[config.mk]
export PLATFORM = sky130hd
export DESIGN_NAME = mispredict_recovery
export DESIGN_NICKNAME = d
export VERILOG_FILES = /design/src/rtl/types_pkg.sv /design/src/rtl/mispredict_recovery.sv
export SDC_FILE = /design/constraint.sdc
export NUM_CORES = 1
export LEC_CHECK = 0
export CORE_ASPECT_RATIO = 0.8
export CORE_UTILIZATION = 51
export DETAILED_ROUTE_END_ITERATION = 7
export HOLD_SLACK_MARGIN = 0.08
export MAX_ROUTING_LAYER = met4
export PLACE_DENSITY = 0.91
export SLEW_MARGIN = 20
export SYNTH_ARGS = -nofsm -noshare
export SYNTH_HDL_FRONTEND = slang
export SYNTH_SLANG_ARGS = --single-unit
[constraint.sdc]
create_clock -name clk -period 30.1 [get_ports clk]
set_input_delay 9.03 -clock clk [delete_from_list [all_inputs] [get_ports clk]]
set_output_delay 9.03 -clock clk [all_outputs]
set_load 0.02 [all_outputs]
[src/rtl/types_pkg.sv]
// Shared ROB/PRF sizing, branch checkpoint snapshot layout and recovery FSM states.
package types_pkg;

  localparam int ROB_DEPTH = 32;
  localparam int PRF_SIZE  = 128;
  localparam int ROB_TAG_W = $clog2(ROB_DEPTH);

  typedef struct packed {
    logic [31:0]          pc;
    logic [ROB_TAG_W-1:0] rob_tag;
    logic [PRF_SIZE-1:0]  reg_rdy_table;
    logic                 valid;
  } checkpoint;

  typedef enum logic [2:0] {
    ST_IDLE     = 3'd0,
    ST_FLUSH    = 3'd1,
    ST_WALK     = 3'd2,
    ST_RESTORE  = 3'd3,
    ST_REDIRECT = 3'd4
  } recovery_state_e;

endpackage

[src/rtl/mispredict_recovery.sv]
// Branch mispredict recovery sequencer: flush, youngest-first ROB walk-back, PRF/tail restore, redirect.
// Registered outputs; the walk holds walk_tag while walk_ready is low, and mispredicts arriving while busy are dropped.
module mispredict_recovery
  import types_pkg::*;
(
  input  logic                 clk,
  input  logic                 reset,
  input  logic                 mispredict,
  input  logic [ROB_TAG_W-1:0] mispredict_tag,
  input  logic [31:0]          mispredict_target,
  input  logic [ROB_TAG_W-1:0] rob_tail,
  input  logic                 checkpoint_valid,
  input  checkpoint            snapshot,
  input  logic                 walk_ready,
  output logic                 walk_valid,
  output logic [ROB_TAG_W-1:0] walk_tag,
  output logic                 flush,
  output logic                 stall_frontend,
  output logic                 rdy_restore_valid,
  output logic [PRF_SIZE-1:0]  rdy_restore,
  output logic                 tail_restore_valid,
  output logic [ROB_TAG_W-1:0] tail_restore,
  output logic                 redirect_valid,
  output logic [31:0]          redirect_pc,
  output logic                 busy,
  output logic                 ckpt_miss
);

  recovery_state_e      state_q, state_d;
  logic [ROB_TAG_W-1:0] tag_q, tag_d;
  logic [31:0]          target_q, target_d;
  logic [PRF_SIZE-1:0]  table_q, table_d;
  logic                 miss_q, miss_d;
  logic                 no_walk_q, no_walk_d;
  logic [ROB_TAG_W-1:0] walk_tag_q, walk_tag_d;
  logic [ROB_TAG_W-1:0] walk_cnt;
  logic [ROB_TAG_W-1:0] restore_tail;

  logic                 flush_q, ckpt_miss_q, walk_valid_q, busy_q;
  logic                 rdy_restore_valid_q, tail_restore_valid_q, redirect_valid_q;
  logic [PRF_SIZE-1:0]  rdy_restore_q;
  logic [ROB_TAG_W-1:0] tail_restore_q;
  logic [31:0]          redirect_pc_q;

  // Only the ready table is consumed; the other snapshot fields are owned by the checkpoint store.
  logic unused_snapshot;
  assign unused_snapshot = ^{snapshot.pc, snapshot.rob_tag, snapshot.valid};

  assign walk_cnt     = rob_tail - mispredict_tag - 5'd1;
  assign restore_tail = tag_q + 5'd1;

  always_comb begin
    state_d    = state_q;
    tag_d      = tag_q;
    target_d   = target_q;
    table_d    = table_q;
    miss_d     = miss_q;
    no_walk_d  = no_walk_q;
    walk_tag_d = walk_tag_q;
    unique case (state_q)
      ST_IDLE: begin
        if (mispredict) begin
          state_d    = ST_FLUSH;
          tag_d      = mispredict_tag;
          target_d   = mispredict_target;
          table_d    = snapshot.reg_rdy_table;
          miss_d     = !checkpoint_valid;
          no_walk_d  = (walk_cnt == '0);
          walk_tag_d = rob_tail - 5'd1;
        end
      end
      ST_FLUSH:    state_d = no_walk_q ? ST_RESTORE : ST_WALK;
      ST_WALK: begin
        // The entry just above the branch is the last one squashed.
        if (walk_valid_q && walk_ready) begin
          if (walk_tag_q == restore_tail) state_d    = ST_RESTORE;
          else                            walk_tag_d = walk_tag_q - 5'd1;
        end
      end
      ST_RESTORE:  state_d = ST_REDIRECT;
      ST_REDIRECT: state_d = ST_IDLE;
      default:     state_d = ST_IDLE;
    endcase
  end

  always_ff @(posedge clk or posedge reset) begin
    if (reset) begin
      state_q              <= ST_IDLE;
      tag_q                <= '0;
      target_q             <= '0;
      table_q              <= '0;
      miss_q               <= 1'b0;
      no_walk_q            <= 1'b0;
      walk_tag_q           <= '0;
      flush_q              <= 1'b0;
      ckpt_miss_q          <= 1'b0;
      walk_valid_q         <= 1'b0;
      busy_q               <= 1'b0;
      rdy_restore_valid_q  <= 1'b0;
      rdy_restore_q        <= '0;
      tail_restore_valid_q <= 1'b0;
      tail_restore_q       <= '0;
      redirect_valid_q     <= 1'b0;
      redirect_pc_q        <= '0;
    end else begin
      state_q              <= state_d;
      tag_q                <= tag_d;
      target_q             <= target_d;
      table_q              <= table_d;
      miss_q               <= miss_d;
      no_walk_q            <= no_walk_d;
      walk_tag_q           <= walk_tag_d;
      flush_q              <= (state_d == ST_FLUSH);
      ckpt_miss_q          <= (state_d == ST_FLUSH) && miss_d;
      walk_valid_q         <= (state_d == ST_WALK);
      busy_q               <= (state_d != ST_IDLE);
      rdy_restore_valid_q  <= (state_d == ST_RESTORE) && !miss_q;
      rdy_restore_q        <= (state_d == ST_RESTORE) ? table_q : '0;
      tail_restore_valid_q <= (state_d == ST_RESTORE);
      tail_restore_q       <= (state_d == ST_RESTORE) ? restore_tail : '0;
      redirect_valid_q     <= (state_d == ST_REDIRECT);
      redirect_pc_q        <= (state_d == ST_REDIRECT) ? target_q : '0;
    end
  end

  assign walk_valid         = walk_valid_q;
  assign walk_tag           = walk_tag_q;
  assign flush              = flush_q;
  assign stall_frontend     = busy_q;
  assign busy               = busy_q;
  assign ckpt_miss          = ckpt_miss_q;
  assign rdy_restore_valid  = rdy_restore_valid_q;
  assign rdy_restore        = rdy_restore_q;
  assign tail_restore_valid = tail_restore_valid_q;
  assign tail_restore       = tail_restore_q;
  assign redirect_valid     = redirect_valid_q;
  assign redirect_pc        = redirect_pc_q;

endmodule

==> flow_metrics.py <==
metrics = {
    "die": {
        "die_h_um": 147,
        "coreArea_um2": 25500,
        "start_util_pct": 52.4,
        "die_area_um2": 26900,
        "rows": 52,
        "die_w_um": 183,
        "ios": 391,
    },
    "synth": {
        "yosys.cell_types.count": 39,
        "synthCells": 1175,
        "syn_avg_cell_area_um2": 11.4,
        "synth_area_um2": 13400,
        "ys_ff_latch": 347,
        "synth_nets": 1395,
        "seq_area_frac_synth_pct": 64.9,
        "yosys_warnings": 0,
    },
    "pwr": {
        "p_leak_nw": 8.52,
        "pwr-share-comb_pct": 35.4,
        "power.density_nw_per_um2": 96.7,
        "swShare_pct": 37.0,
        "ir_drop_uv": 107,
        "p_switching_uw": 652,
        "clkPwrFrac_pct": 25.0,
        "seq_power_share_pct": 39.6,
        "p_int_mw": 1.11,
    },
    "clocking": {
        "ctsResizeCount": 0,
        "cts_made_buffers": 35,
        "cts_hold_buf": 0,
        "tritoncts": "built",
        "post_cts_buffers": 0,
        "clock_latency_ns": 0.50,
        "cts_htree_levels": 2,
        "clk_path_buf_depth": 3,
        "clk_pin_slew_ns": 0.06,
        "cts.sinks": 347,
        "root_buffer": "clkbuf_16",
    },
    "final_layout": {
        "ff_latch_area_um2": 8680,
        "finalNonFillerCells": 1876,
        "final_common_cell": "nand2_1",
        "layout_common_cells": "491 x nand2_1, 352 x clkdlybuf4s50_1, 347 x dfrtp_1",
        "post-route-util_pct": 71.5,
        "multiInputGateArea_um2": 4290,
        "final_nets": 1720,
        "syn_to_final_growth_pct": 36.4,
        "fill_cells": 1615,
        "layout-drive-gt1-share_pct": 12.5,
    },
    "sta": {
        "max_freq_ghz": 0.0847,
        "fin_crit_sh_pct": 39.2,
        "worstMarginPinSlew_ns": 1.15,
        "rsz0062_at_grt": "no",
        "tns_ns": 0,
        "slew_viol_final": 0,
        "hold_viol_final": 0,
        "finalWorstSetupSlack_ns": 18.29,
        "finClkSkew_ns": 0.00913,
        "setup-violations-final": 0,
        "period_needed_ns": 11.81,
        "maxSlewHeadroom_pct": 23.0,
        "whs_ns": 0.436,
    },
    "global_route": {
        "antenna_found_initial": 1,
        "grt_max_degree": 129,
        "grt_usage_pct": 26.3,
        "overflow": 0,
        "grt_pass1_wl_um": 53500,
        "grt_pass1_vias": 10200,
    },
    "critical_path": {
        "startpoint_type": "input port",
        "path_max_fanout": 93,
        "cp-end-kind": "flop",
        "crit_arrival_ns": 12.24,
        "critPathRequiredTime_ns": 30.54,
        "critPathKind": "in -> reg",
    },
    "route": {
        "drt_iter0_markers": 583,
        "firstDrtPassIters": 6,
        "drt_drc_violations_left": 0,
        "avgRoutedWirePerCell_um": 18.2,
        "drtAntennaViolNets": 0,
        "routed_wl_um": 34200,
        "vias": 9626,
        "routed_via_density": 5.13,
    },
    "place": {
        "dpl.hpwl_um": 20800,
        "gp_congestion": 0.872,
        "dpl_worst_slack_ns": 17.70,
        "dpl.cell_count": 1814,
        "io_buffers": 352,
    },
    "worst_hold_path": {
        "hold_class": "reg -> reg",
    },
    "flow_run": {
        "max_cap_viol_count": 0,
    },
    "outcome": {
        "outcome": "completed",
    },
}
## area by class of cell
cell class | instances | share of cell area (%)
diodes | 1 | 0.0137
multi-input cells | 741 | 23.5
well taps | 351 | 2.41
clock buffers | 50 | 5.78
clock inverters | 11 | 0.672
flip-flops and latches | 347 | 47.6
inverters | 13 | 0.322
repair buffers | 362 | 19.7
## cell usage after synthesis (all sizes together)
| master | count | area, um2 |
|---|---|---|
| a211o | 3 | 26.3 |
| a211oi | 2 | 15.0 |
| a21o | 3 | 22.5 |
| a21oi | 5 | 25.0 |
| a31oi | 2 | 12.5 |
| a41oi | 1 | 16.3 |
| and2 | 33 | 206 |
| and3 | 1 | 6.26 |
| and3b | 2 | 17.5 |
| buf | 18 | 169 |
| clkbuf | 56 | 210 |
| dfrtp | 347 | 8680 |
| fa | 1 | 20.0 |
| ha | 6 | 75.1 |
| inv | 13 | 48.8 |
| mux2 | 1 | 11.3 |
| mux2i | 3 | 30.0 |
| nand2 | 491 | 1840 |
| nand2b | 2 | 12.5 |
| nand3 | 7 | 35.0 |
| nor2 | 6 | 22.5 |
| nor3 | 9 | 55.1 |
| nor3b | 132 | 1550 |
| nor4 | 2 | 27.5 |
| o21ai | 6 | 30.0 |
| o22ai | 1 | 6.26 |
| o2bb2ai | 1 | 8.76 |
| o31ai | 1 | 12.5 |
| or3 | 1 | 6.26 |
| or3b | 1 | 11.3 |
| or4 | 1 | 7.51 |
| xnor2 | 7 | 61.3 |
| xor2 | 10 | 87.6 |
## power by group through the flow
stage	sequential [mW]	clock (mW)	combinational, mW
floorplan	0.733	0	0.375
CTS	0.697	0.452	0.631
global route	0.713	0.468	0.679
finish	0.698	0.442	0.624
global placement	0.688	0	0.605
detailed placement	0.701	0	0.622
## metrics by stage
stage | power [mW] | area, um2
after floorplan | 1.11 | 13400
after global placement | 1.29 | 17100
after detailed placement | 1.32 | 17100
after CTS | 1.78 | 18200
after global routing | 1.86 | 18200
final | 1.76 | 18200
## final timing paths
check                            from           endpoint  slack (ns)  cells past startpoint
setup reg to reg           state_q[1]        table_q[79]       26.73                      6
hold reg to reg                miss_q  rdy_restore_valid        0.44                      1
hold / removal                 miss_q  rdy_restore_valid        0.44                      1
min in group asynchronous       reset    rdy_restore[67]        9.15                      2
setup / recovery           mispredict        table_q[79]       18.29                      7
max in group asynchronous       reset     redirect_pc[3]       19.45                      3
## layer usage
layer	vias to the layer above	global-route usage, %	share of wire (%)
met1	4790	31.7	40
li1	4349	-	-
met3	98	7.78	8.3
met2	389	41.7	48
met4	0	10.3	3.9
met5	-	-	0
## worst max-delay path, cell delays in order
cell             delay [ns]
clkdlybuf4s50_1        0.48
nand2b_1               0.10
or3_4                  0.67
inv_4                  0.81
buf_4                  0.76
nand2_1                0.20
nand2_1                0.11
## kinds of logic (layout without fill, tap and decap cells)
kind of cell             Yosys count  in the layout  synth area share (%)
other                              0              1                     0
AND/OR/NAND/NOR                  688            688                  28.4
buffers and inverters             87            436                  3.20
adder cells (fa/ha/maj)            7              7                 0.711
flip-flops                       347            347                  64.9
AO/OA/AOI/OAI                     25             25                  1.31
XOR/XNOR                          17             17                  1.11
multiplexers                       4              4                 0.309
## sequential cells by signal, summed over array words and instances, names as in the netlist
name and cells:
walk_valid 1, miss_q 1, state_q 3, busy 1
tail_restore 5, walk_tag 5, tag_q 5, redirect_valid 1
rdy_restore_valid 1, target_q 32, ckpt_miss 1, no_walk_q 1
flush 1, rdy_restore 128, redirect_pc 32, table_q 128
tail_restore_valid 1
(Power assumes the default switching activity.)
